`src/rtl/io_port_bank.sv`:
```
`default_nettype none
// ============================================================================
// Module      : io_port_bank
// Description : Memory-mapped GPIO bank with OUT/IN registers and a
//               change-detect interrupt (STATUS W1C, MASK).
// Revision    : 1.0 - initial release
// ============================================================================
module io_port_bank #(
    parameter int          NUM_IN    = 2,
    parameter int          NUM_OUT   = 2,
    parameter int          DATA_W    = 32,
    parameter logic [31:0] BASE_ADDR = 32'h0000_0000
) (
    input  logic                      clock,
    input  logic                      reset,
    input  logic [31:0]               addr,
    input  logic [31:0]               wdata,
    input  logic                      we,
    input  logic                      re,
    output logic [31:0]               rdata,
    output logic                      rvalid,
    input  logic [NUM_IN*DATA_W-1:0]  in_ports,
    output logic [NUM_OUT*DATA_W-1:0] out_ports,
    output logic                      irq
);

    localparam logic [1:0] c_REGION_OUT = 2'b00;
    localparam logic [1:0] c_REGION_IN  = 2'b01;
    localparam logic [1:0] c_REGION_CSR = 2'b10;
    localparam logic [3:0] c_IDX_STATUS = 4'd0;
    localparam logic [3:0] c_IDX_MASK   = 4'd1;

    logic               w_hit;
    logic [1:0]         w_region;
    logic [3:0]         w_idx;
    logic               w_wr;
    logic               w_rd;
    logic               w_sel_status;
    logic               w_sel_mask;
    logic               w_armed;
    logic [NUM_IN-1:0]  w_change;
    logic [NUM_IN-1:0]  w_clr;
    logic [NUM_IN-1:0]  w_status_nxt;
    logic [31:0]        w_rd_val;
    logic               w_unused;

    logic [DATA_W-1:0]  r_out   [NUM_OUT];
    logic [DATA_W-1:0]  r_sync1 [NUM_IN];
    logic [DATA_W-1:0]  r_sync2 [NUM_IN];
    logic [DATA_W-1:0]  r_prev  [NUM_IN];
    logic [NUM_IN-1:0]  r_status;
    logic [NUM_IN-1:0]  r_mask;
    logic [1:0]         r_arm_cnt;
    logic [31:0]        r_rdata;
    logic               r_rvalid;
    logic               r_irq;

    // Word offset = addr[7:2]; upper two bits pick the region, lower four the port.
    assign w_hit        = (addr[31:8] == BASE_ADDR[31:8]);
    assign w_region     = addr[7:6];
    assign w_idx        = addr[5:2];
    assign w_wr         = we && w_hit;
    assign w_rd         = re && w_hit;
    assign w_sel_status = (w_region == c_REGION_CSR) && (w_idx == c_IDX_STATUS);
    assign w_sel_mask   = (w_region == c_REGION_CSR) && (w_idx == c_IDX_MASK);
    assign w_unused     = ^{addr[1:0], wdata};

    // The previous-sample registers hold stale zeros until the synchronizer
    // and previous stage have both been refilled after reset.
    assign w_armed      = (r_arm_cnt == 2'd3);

    assign w_clr        = (w_wr && w_sel_status) ? wdata[NUM_IN-1:0] : '0;
    assign w_status_nxt = (r_status & ~w_clr) | w_change;

    generate
        for (genvar gi = 0; gi < NUM_IN; gi++) begin : g_in
            always_ff @(posedge clock) begin
                if (reset) begin
                    r_sync1[gi] <= '0;
                    r_sync2[gi] <= '0;
                    r_prev[gi]  <= '0;
                end else begin
                    r_sync1[gi] <= in_ports[gi*DATA_W +: DATA_W];
                    r_sync2[gi] <= r_sync1[gi];
                    r_prev[gi]  <= r_sync2[gi];
                end
            end
            assign w_change[gi] = w_armed && (r_sync2[gi] != r_prev[gi]);
        end

        for (genvar go = 0; go < NUM_OUT; go++) begin : g_out
            always_ff @(posedge clock) begin
                if (reset) begin
                    r_out[go] <= '0;
                end else if (w_wr && (w_region == c_REGION_OUT) && (w_idx == 4'(go))) begin
                    r_out[go] <= wdata[DATA_W-1:0];
                end
            end
            assign out_ports[go*DATA_W +: DATA_W] = r_out[go];
        end
    endgenerate

    always_comb begin
        w_rd_val = '0;
        case (w_region)
            c_REGION_OUT: begin
                for (int i = 0; i < NUM_OUT; i++) begin
                    if (w_idx == 4'(i)) w_rd_val[DATA_W-1:0] = r_out[i];
                end
            end
            c_REGION_IN: begin
                for (int i = 0; i < NUM_IN; i++) begin
                    if (w_idx == 4'(i)) w_rd_val[DATA_W-1:0] = r_sync2[i];
                end
            end
            c_REGION_CSR: begin
                if (w_sel_status)    w_rd_val[NUM_IN-1:0] = r_status;
                else if (w_sel_mask) w_rd_val[NUM_IN-1:0] = r_mask;
            end
            default: w_rd_val = '0;
        endcase
    end

    always_ff @(posedge clock) begin
        if (reset) begin
            r_status  <= '0;
            r_mask    <= '0;
            r_arm_cnt <= '0;
            r_irq     <= 1'b0;
            r_rdata   <= '0;
            r_rvalid  <= 1'b0;
        end else begin
            r_status <= w_status_nxt;
            if (w_wr && w_sel_mask) r_mask <= wdata[NUM_IN-1:0];
            if (!w_armed) r_arm_cnt <= r_arm_cnt + 2'd1;
            r_irq    <= |(r_status & r_mask);
            r_rvalid <= w_rd;
            if (w_rd) r_rdata <= w_rd_val;
        end
    end

    assign rdata  = r_rdata;
    assign rvalid = r_rvalid;
    assign irq    = r_irq;

endmodule
`default_nettype wire

```
`config.mk`:
```
export PLATFORM = sky130hd
export DESIGN_NAME = io_port_bank
export DESIGN_NICKNAME = d
export VERILOG_FILES = /design/src/rtl/io_port_bank.sv
export SDC_FILE = /design/constraint.sdc
export NUM_CORES = 1
export LEC_CHECK = 0
export ABC_CLOCK_PERIOD_IN_PS = 9950
export BUFFER_PORTS_ARGS = -buffer_cell sky130_fd_sc_hd__buf_4
export CAP_MARGIN = 20
export CORE_ASPECT_RATIO = 0.75
export CORE_MARGIN = 4
export CORE_UTILIZATION = 45
export CTS_BUF_LIST = sky130_fd_sc_hd__clkbuf_16
export DETAILED_ROUTE_END_ITERATION = 16
export PLACE_DENSITY = 0.75
export SLEW_MARGIN = 0
export SYNTH_ARGS = -nofsm -noshare
export SYNTH_HDL_FRONTEND = slang
export SYNTH_SLANG_ARGS = --single-unit
```
`constraint.sdc`:
```
create_clock -name clock -period 9.95 [get_ports clock]
set_input_delay 0.995 -clock clock [delete_from_list [all_inputs] [get_ports clock]]
set_output_delay 0.995 -clock clock [all_outputs]
set_load 0.03 [all_outputs]
```
==> key figures, run 1 <==
Status
  • Status: complete, no violations

Floorplanning
  • Full die area: 26,100 µm²
  • Row count: 48
  • Core box area: 23,100 µm²
  • Die W: 185 µm
  • Die height: 141 µm
  • I/O pin count: 230
  • Initial Utilization: 45.9%

Clocking
  • H-Tree Depth: 1
  • Max Root-Sink Buffers: 3
  • # clock sinks: 296
  • CTS clock-pin slew for the worst setup and hold paths: 60 ps
  • CTS buffer count: 29
  • Clk Latency, worst-skew pair: 540 ps
  • Post-CTS Hold Buffers: 0
  • Clk root buf: clkbuf_16
  • Post-CTS resize count: 0
  • Post-CTS Repair Setup Buffers: 0
  • TritonCTS clock tree: done

Logic synthesis
  • Post-synthesis simple-gate area fraction: 20.2%
  • Yosys cell types: 39
  • Xor and xnor area share after synthesis: 5.37%
  • Async set-or-reset flop fraction in the synthesized netlist: 0%
  • Post-synthesis adder-cell area fraction: 0.118%
  • Yosys reg bits: 296
  • Cells after Synth: 895
  • Proportion of synthesized area in mux cells: 0.590%
  • Post-synth EDFFs: 64
  • Syn Area/Cell: 11.8 µm²
  • Syn Nets: 1,028
  • Compound-Gate Fraction of Synth Area: 9.12%
  • Primary FF master, synth: dfxtp_1
  • Top-count cell post-synth: dfxtp_1
  • Synth warnings: 0
  • Top-area cell type share of the netlist area: 43.8%
  • Synth cell count leaders: 232 x dfxtp_1, 194 x nor2b_1, 66 x and2_1, 64 x edfxtp_1, 64 x xnor2_1
  • Post-Syn Area: 10,600 µm²
  • Top post-synthesis cells by area: dfxtp_1 44%, edfxtp_1 18%, nor2b_1 11%
  • Post-synth top area cell: dfxtp_1
  • Largest family of logic cells by synthesized area: simple AND/OR/NAND/NOR gates
  • Seq/Total Area, Yosys: 61.9%

Power and ir drop
  • Switching pwr: 574 µW
  • Pwr dens: 188 nW/µm²
  • Combinational Power Share: 7.3%
  • Internal: 1950 µW
  • Switch share: 22.7%
  • Lkg Pwr: 0.00520 µW
  • Power Total: 2530 µW
  • Clk pwr share: 41.1%
  • Sequential power share: 51.6%
  • Worst vdd ir: 0.120 mV

Timing
  • Sum Neg Setup Slack: 0 ps
  • Final setup fails: 0
  • Slew Limit Fails: 0
  • Worst rel slew slack: 47.1%
  • Final worst-path cycle share: 29.8%
  • Least-Margin Pin Slew: 789 ps
  • Fin. Hold Viols: 0
  • Final Worst Setup Slack: 6980 ps
  • Final Skew: 25.0 ps
  • Period minus WS final: 2970 ps
  • Max Freq: 337 MHz
  • RSZ-0062 raised after global routing: no

Global route
  • Initial antenna violation count: 1
  • First-pass GRT wire length: 40,900 µm
  • Vias in the first global route: 7,223
  • Gr usage total: 20.1%
  • Met1 Resource Use GR: 27.8%
  • Largest net degree at the start of global routing: 93
  • Gr busiest metal: met2
  • Met3 Use GR: 4.23%
  • Total gr overflow: 0
  • Met2 usage: 31.9%

Place
  • Placed inst area: 12,500 µm²
  • Pre-CTS WS: 6430 ps
  • GP Congestion: 0.875
  • Buffers on Ports: 227
  • Detail Placement HPWL: 19,600 µm

Critical path
  • Critical Path Start Type: input port
  • CP required: 10,350 ps
  • CP Max Fanout: 20
  • Worst Path Arrival: 3360 ps
  • Worst setup path category: input port to flip-flop
  • Worst setup EP type: flip-flop

Finish
  • Nets: 1,241
  • Post-route cell area: 13,500 µm²
  • Area delta synth->final: 27.1%
  • Ant diodes: 0
  • Share of cells above drive strength 1: 27.6%
  • Fillers: 1,873

Detailed routing
  • Drt via density: 5.15
  • Final wirelength: 27,600 µm
  • Drt pass-1 iters: 6
  • Routed length per placed instance: 19.3 µm
  • Residual DRC: 0
  • Initial drt markers: 655
  • Vias: 7,345
  • Final ANT Viol Nets: 0

Run
  • Max cap viols: 0

Worst hold path
  • HP Class: flip-flop to flip-flop
## worst max-delay path: stages
cell and delay, ps:
buf_4 110, nor4_1 370, and4_1 300, nand3_1 310, nor3_2 750, buf_4 370
and2_1 160
## power by group through the flow
stage	registers [µW]	logic, µW	clock network [µW]
after global routing	1310	199	1110
final	1300	185	1040
after detailed placement	1330	184	0
after global placement	1330	181	0
after floorplan	1350	73.1	0
after CTS	1300	185	1050
## through the flow
stage / utilization (%) / instances / hold WS [ps]
after global routing: 58.3 / 1427 / 453
final: 58.3 / 1427 / 427
after CTS: 58.0 / 1424 / 437
after global placement: 54.0 / 1373 / 425
after floorplan: - / 895 / 414
after detailed placement: 54.1 / 1374 / 423
## kinds of logic after synthesis
group,after synthesis
AO/OA/AOI/OAI,112
XOR/XNOR,65
adder cells (fa/ha/maj),1
buffers and inverters,58
flip-flops,296
multiplexers,6
AND/OR/NAND/NOR,357
## routing by layer
| metal | wire length [µm] | up-vias |
|---|---|---|
| met5 | 11 | - |
| met1 | 11700 | 3472 |
| met2 | 12600 | 330 |
| met3 | 2410 | 55 |
| li1 | - | 3486 |
| met4 | 873 | 2 |
## placed cells by master (no fill, tap or decap), types with 16 or more instances in the layout
cell and n:
a211oi_2 16, a222oi_1 23, a22o_1 32, and2_1 66, buf_4 233, clkbuf_16 33, dfxtp_1 232, edfxtp_1 64
nand4_1 19, nor2_1 40, nor2b_1 193, xnor2_1 64
## worst paths after layout
| kind | startpoint | end | slack, ps | depth (start not counted) |
|---|---|---|---|---|
| worst min-delay path | r_sync1[1][16]$_SDFF_PP0_ | r_sync2[1][16]$_SDFF_PP0_ | 430 | 1 |
| worst max-delay path | addr[21] | r_out[0][4]$_SDFFCE_PN0P_ | 6980 | 7 |
| worst min register to register | r_sync1[1][16]$_SDFF_PP0_ | r_sync2[1][16]$_SDFF_PP0_ | 430 | 1 |
| worst max register to register | r_sync2[0][0]$_SDFF_PP0_ | r_status[0]$_SDFF_PP0_ | 8120 | 5 |
## flip-flops by register name, summed over array words and instances, names as in the netlist
signal,count
irq,1
r_arm_cnt,2
r_mask,2
r_status,2
rdata,32
r_sync2,64
rvalid,1
r_prev,64
r_out,64
r_sync1,64
## area by class of cell
| class | count | area [µm²] | share of cell area [%] |
|---|---|---|---|
| Timing Repair Buffer | 238 | 1840 | 13.6 |
| Clock inverter | 17 | 83.8 | 0.622 |
| Sequential cell | 296 | 6570 | 48.7 |
| Multi-Input combinational cell | 541 | 3780 | 28.1 |
| Tap cell | 300 | 375 | 2.79 |
| Inverter | 2 | 7.51 | 0.0557 |
| Clock buffer | 33 | 826 | 6.13 |
Power figures use the tool's default switching activity.
==> run 2, diff against run 1 <==
ABC_CLOCK_PERIOD_IN_PS = 3100   (was 9950)
clock period = 3.1 ns   (was 9.95 ns; I/O delays follow)
==> run 2 against run 1 <==
Net effect:
- core utilization is 0.81 points higher
- routed wire length is 0.48% lower
- final cell count is 2.1% higher
- clock-buffer cell count is 5 lower
- sequential share of layout area is 0.67 points lower
- cell area is 1.4% higher
- hold slack worse by 420 ps
- worst setup slack worse by 5900 ps
- power grew to 3.1 times the previous value
- global-route usage is 0.19 points lower
- first-iteration DRC count is 12% lower
- die area stayed put
==> key figures, run 2 (synthesis gave the netlist of run 1 again) <==
Clocking
  • # clock sinks: 296 (unchanged)
  • Post-CTS Hold Buffers: 31 (+31)
  • Post-CTS Repair Setup Buffers: 0 (unchanged)
  • TritonCTS clock tree: done
  • Post-CTS resize count: 0 (unchanged)
  • CTS clock-pin slew for the worst setup and hold paths: 60 ps (about the same)
  • H-Tree Depth: 1 (unchanged)
  • CTS buffer count: 27 (-6.9%)
  • Clk root buf: clkbuf_16
  • Clk Latency, worst-skew pair: 520 ps (-20 ps)
  • Max Root-Sink Buffers: 3 (unchanged)

Floorplanning
  • Die height: 141 µm (unchanged)
  • I/O pin count: 230 (unchanged)
  • Row count: 48 (unchanged)
  • Die W: 185 µm (unchanged)
  • Core box area: 23,100 µm² (unchanged)
  • Initial Utilization: 45.9% (unchanged)
  • Full die area: 26,100 µm² (unchanged)

Place
  • Detail Placement HPWL: 19,600 µm (about the same)
  • Buffers on Ports: 227 (unchanged)
  • Placed insts: 1,378 (+0.29%)
  • GP Congestion: 0.839 (-4.1%)

Worst hold path
  • Hold path endpoint: r_sync1[1][8]$_SDFF_PP0_
  • Hold path startpoint: in_ports[40]
  • WHS Path Cells: 2 (+1)
  • HP Class: input port to flip-flop

Finish
  • Ant diodes: 0 (unchanged)
  • Area delta synth->final: 28.9%
  • Final core utilization: 59.1% (+0.81 points)
  • Most frequent cells in the layout: 235 x buf_4, 232 x dfxtp_1, 193 x nor2b_1, 66 x and2_1
  • Leading cell type in the layout, fill and taps excluded: buf_4
  • Share of cells above drive strength 1: 26.7% (-0.89 points)
  • Fillers: 1,860 (-0.69%)
  • Final Non-Filler Cells: 1,457 (+2.1%)
  • Nets: 1,271 (+2.4%)

Power and ir drop
  • Power Total: 7810 µW (+210%)
  • Clk pwr share: 38.4% (-2.7 points)
  • Switch share: 22.8% (+0.12 points)
  • Internal: 6030 µW (+210%)
  • Sequential power share: 53.6% (+2.0 points)
  • Lkg Pwr: 0.00530 µW (+1.9%)
  • Pwr dens: 572 nW/µm² (+200%)
  • Switching pwr: 1780 µW (+210%)
  • Worst vdd ir: 0.382 mV (+220%)
  • Combinational Power Share: 8.0% (+0.7 points)

Timing
  • Fin. Hold Viols: 0 (unchanged)
  • Final setup fails: 0 (unchanged)
  • Least-Margin Pin Slew: 863 ps (+74.0 ps)
  • Max Freq: 503 MHz
  • Final worst-path cycle share: 64.1%
  • Worst rel slew slack: 42.5% (-4.6 points)
  • Slew Limit Fails: 0 (unchanged)
  • Final Skew: 9.53 ps (-15.5 ps)
  • Sum Neg Setup Slack: 0 ps (unchanged)
  • Period minus WS final: 1990 ps
  • RSZ-0062 raised after global routing: no

Critical path
  • Flop2flop setup slack: 1210 ps (-6910 ps)
  • Worst Path Arrival: 2210 ps (-1150 ps)
  • Worst setup EP type: flip-flop
  • Critical Path Start Type: input port
  • Worst setup path category: input port to flip-flop
  • Reg2reg path depth: 5 (unchanged)
  • CP required: 3320 ps (-7030 ps)
  • Critical R2R Launch: r_sync2[0][0]$_SDFF_PP0_
  • Worst setup path startpoint: addr[21]
  • Reg-to-Reg End: r_status[0]$_SDFF_PP0_
  • CP Max Fanout: 22 (+10%)

Global route
  • Initial antenna violation count: 1 (unchanged)
  • First-pass GRT wire length: 40,400 µm (-1.2%)
  • Vias in the first global route: 7,046 (-2.5%)
  • Total gr overflow: 0 (unchanged)
  • Largest net degree at the start of global routing: 200 (+120%)
  • Gr usage total: 19.9% (-0.19 points)

Run
  • Max cap viols: 0 (unchanged)

Status
  • Status: complete, no violations

Detailed routing
  • Final wirelength: 27,500 µm (-0.48%)
  • Final ANT Viol Nets: 0 (unchanged)
  • Drt pass-1 iters: 6 (unchanged)
  • Residual DRC: 0 (unchanged)
  • Vias: 7,405 (+0.82%)
  • Initial drt markers: 574 (-12%)
  • Drt via density: 5.08 (-1.3%)
  • Routed length per placed instance: 18.9 µm (-2.5%)
## run 2: metrics by stage
step	setup WS, ps	instance area, µm²	hold slack [ps]
6_report	1110	13700	10.4
5_1_grt	917	13700	1.48
4_1_cts	1130	13700	0.0220
3_5_place_dp	565	12600	424
3_3_place_gp	569	12500	424
2_1_floorplan	152	10600	414
## run 2: worst max path at each step
stage / to / cells after the start
finish: r_out[0][9]$_SDFFCE_PN0P_ / 6
global route: r_out[1][29]$_SDFFCE_PN0P_ / 6
CTS: r_out[1][6]$_SDFFCE_PN0P_ / 6
detailed placement: r_out[1][6]$_SDFFCE_PN0P_ / 6
global placement: r_out[1][10]$_SDFFCE_PN0P_ / 6
floorplan: r_out[0][0]$_SDFFCE_PN0P_ / 4
## run 2: critical path, stage by stage
cell and delay [ps]:
buf_4 110, nor4_1 370, and4_1 300, nand3_1 320, o21ai_4 530, buf_12 250
## run 2: area by class of cell
class	count	area (µm²)	area share, %
sequential	296	6570	48.0
timing repair buffer	270	2140	15.7
clock inverter	20	91.3	0.668
clock buffer	28	701	5.13
multi-input combinational	541	3780	27.7
tap	300	375	2.75
inverter	2	7.51	0.0549
## run 2: power by group through the flow
stage	clock network [µW]	logic, µW	registers [µW]
4_1_cts	3060	627	4190
3_3_place_gp	0	584	4270
6_report	3000	621	4190
5_1_grt	3220	671	4200
2_1_floorplan	0	235	4320
3_5_place_dp	0	593	4270
## run 2: layer usage
metal  track usage, %  vias up  wire length [µm]
met1             27.2     3492             11600
met5                0        -                17
met2             31.8      310             12400
li1                 -     3547                 -
met3             4.90       54              2670
met4             5.44        2               791
==> run 3, diff against run 2 <==
ABC_CLOCK_PERIOD_IN_PS = 1600   (was 3100)
PLACE_DENSITY = 0.78   (was 0.75)
clock period = 1.6 ns   (was 3.1 ns; I/O delays follow)
==> run 3 against run 2 <==
Net effect:
- routed wire length grew 7.5%
- global-route usage grew 1.8 points
- core utilization grew 5.8 points
- critical path depth is the same
- register-to-register slack lost 1200 ps
- sequential power grew 94%
- power grew 100%
- sequential share of layout area shrank 4.3 points
==> key figures, run 3 (synthesis gave the netlist of run 1 again) <==
Detailed routing
  • Vias: 8,084 (+9.2%)
  • Final wirelength: 29,500 µm (+7.5%)
  • Drt pass-1 iters: 9 (+3)
  • Residual DRC: 0 (unchanged)
  • Drt via density: 5.14 (+1.2%)
  • Initial drt markers: 710 (+24%)
  • Routed length per placed instance: 18.8 µm (-0.37%)
  • Final ANT Viol Nets: 0 (unchanged)

Clocking
  • CTS buffer count: 28 (+3.7%)
  • Max Root-Sink Buffers: 3 (unchanged)
  • Clk root buf: clkbuf_16
  • H-Tree Depth: 1 (unchanged)
  • TritonCTS clock tree: done
  • # clock sinks: 296 (unchanged)
  • Clk Latency, worst-skew pair: 530 ps (about the same)
  • CTS clock-pin slew for the worst setup and hold paths: 60 ps (about the same)

Timing
  • Fin. Hold Viols: 0 (unchanged)
  • RSZ-0062 raised after global routing: yes
  • Least-Margin Pin Slew: 547 ps (-315 ps)
  • Final worst-path cycle share: 97.8%
  • Worst rel slew slack: 63.5% (+21 points)
  • Final Skew: 9.51 ps (-0.0180 ps)
  • Final setup fails: 0 (unchanged)
  • Slew Limit Fails: 0 (unchanged)
  • Final Worst Setup Slack: 35.9 ps (-1080 ps)
  • Period minus WS final: 1560 ps
  • Max Freq: 639 MHz

Power and ir drop
  • Lkg Pwr: 0.00591 µW (+12%)
  • Switch share: 23.0% (+0.14 points)
  • Clk pwr share: 39.1% (+0.7 points)
  • Combinational Power Share: 9.4% (+1.4 points)
  • Worst vdd ir: 0.969 mV (+150%)
  • Internal: 12,100 µW (+100%)
  • Sequential power share: 51.5% (-2.1 points)
  • Pwr dens: 1050 nW/µm² (+83%)
  • Switching pwr: 3610 µW (+100%)

Floorplanning
  • Core box area: 23,100 µm² (unchanged)
  • Full die area: 26,100 µm² (unchanged)
  • I/O pin count: 230 (unchanged)
  • Row count: 48 (unchanged)
  • Initial Utilization: 45.9% (unchanged)
  • Die height: 141 µm (unchanged)
  • Die W: 185 µm (unchanged)

Finish
  • Share of cells above drive strength 1: 29.4% (+2.7 points)
  • Area delta synth->final: 41.5%
  • Fillers: 1,657 (-11%)
  • Area of the multi-input gates: 3950 µm² (+4.3%)
  • Most frequent cells in the layout: 272 x buf_4, 228 x dfxtp_1, 193 x nor2b_1, 96 x dlygate4sd3_1, 66 x and2_1
  • Leading cell type in the layout, fill and taps excluded: buf_4
  • Register Area: 6570 µm² (about the same)
  • Nets: 1,383 (+8.8%)
  • Post-route cell area: 15,000 µm² (+9.8%)
  • Ant diodes: 0 (unchanged)
  • Final core utilization: 64.9% (+5.8 points)

Status
  • Status: complete, no violations

Worst hold path
  • HP Class: input port to flip-flop

Critical path
  • Slowest stage delay, CP: 380 ps (-150 ps)
  • WP depth: 6 (unchanged)
  • Crit path cell chain: xnor2_1 > nand4_1 > nor4_4 > buf_4 > a21oi_2 > a31o_2
  • Sum of buffers and inverters on the critical path: 1 (-1)
  • Critical Path Start Type: flip-flop
  • CP required: 2020 ps (-1300 ps)
  • Worst setup EP type: flip-flop
  • Reg-to-Reg End: r_status[0]$_SDFF_PP0_
  • Critical R2R Launch: r_sync2[0][20]$_SDFF_PP0_
  • Crit path to: r_status[0]$_SDFF_PP0_
  • Worst setup path startpoint: r_sync2[0][20]$_SDFF_PP0_
  • CP Max Fanout: 2 (-91%)
  • Worst Path Arrival: 1980 ps (-230 ps)
  • Flop2flop setup slack: 40 ps (-1170 ps)
  • Family with the most delay on the worst path: simple AND/OR/NAND/NOR gates
  • Reg2reg path depth: 6 (+1)
  • Slowest cell on crit path: dfxtp_1
  • Worst setup path category: flip-flop to flip-flop

Global route
  • Total gr overflow: 0 (unchanged)
  • First-pass GRT wire length: 44,400 µm (+9.8%)
  • Initial antenna violation count: 0 (-1)
  • Largest net degree at the start of global routing: 69 (-66%)
  • Gr usage total: 21.7% (+1.8 points)
  • Vias in the first global route: 8,043 (+14%)

Place
  • Pre-CTS WS: -218 ps (-783 ps)
  • GP Congestion: 0.900 (+7.2%)
  • Placed inst area: 13,100 µm² (+4.5%)
  • Detail Placement HPWL: 20,800 µm (+5.9%)
  • Buffers on Ports: 227 (unchanged)

Run
  • Max cap viols: 0 (unchanged)
-- run 3: cell types whose count changed in the layout (fill, tap and decap cells not counted), moves of 4 or more --
cell	previous run	this run
buf_12	2	12
buf_4	235	272
dfxtp_1	232	228
dfxtp_2	0	4
dlygate4sd3_1	31	96
nor4_1	10	0
nor4_2	1	6
nor4_4	1	6
-- run 3: power groups by stage --
| stage | combinational (µW) | sequential, µW | clock [µW] |
|---|---|---|---|
| after floorplan | 463 | 8370 | 0 |
| after global routing | 1580 | 8130 | 6530 |
| after detailed placement | 1250 | 8270 | 0 |
| after global placement | 1240 | 8260 | 0 |
| final | 1480 | 8110 | 6150 |
| after CTS | 1450 | 8100 | 6230 |
-- run 3: how the worst min path moves through the flow --
stage                             from  cells past startpoint  slack (ps)                   endpoint
after floorplan            in_ports[0]                      1         290   r_sync1[0][0]$_SDFF_PP0_
after global placement    in_ports[14]                      2         380  r_sync1[0][14]$_SDFF_PP0_
after detailed placement   in_ports[8]                      2         370   r_sync1[0][8]$_SDFF_PP0_
after CTS                      addr[6]                      4          30      rdata[1]$_SDFFE_PP0P_
after global routing           addr[6]                      4          90      rdata[0]$_SDFFE_PP0P_
final                          addr[6]                      4          50      rdata[1]$_SDFFE_PP0P_
-- run 3: layout make-up --
type | count | area share (%)
Tap cell | 300 | 2.50
Timing Repair Buffer | 381 | 21.7
Inverter | 2 | 0.0500
Sequential cell | 296 | 43.8
Multi-Input combinational cell | 541 | 26.3
Clock buffer | 29 | 4.83
Clock inverter | 23 | 0.859
-- run 3: metal layers --
metal	wire, µm	part of all wire, %	global-route usage (%)
met1	12200	41	28.7
met2	13900	47	36.2
met3	2460	8.3	4.31
met4	929	3.1	6.37
met5	0	0	0
-- run 3: timing repair --
item,in CTS,in global routing
resized for setup,1,12
hold buffers,96,0
setup buffers,0,0
pin swaps,0,5
endpoints found under the setup margin,1,2
endpoints found under the hold margin,132,0
-- run 3: worst min-delay path: cells and delay by family --
family | cells | cell delay (ps)
AOI/OAI and AO/OA | 1 | 110
and+or+nand+nor | 2 | 140
buffers and inverters | 1 | 120
-- run 3: per-stage QoR --
step                setup TNS, ps  cells  power [µW]  hold slack (ps)
floorplan                  -12380    895        8830              288
global placement           -20070   1424        9490              376
detailed placement         -24990   1424        9520              374
CTS                             0   1572       15800             30.3
global route                -13.5   1572       16200             91.5
finish                          0   1572       15700             53.8
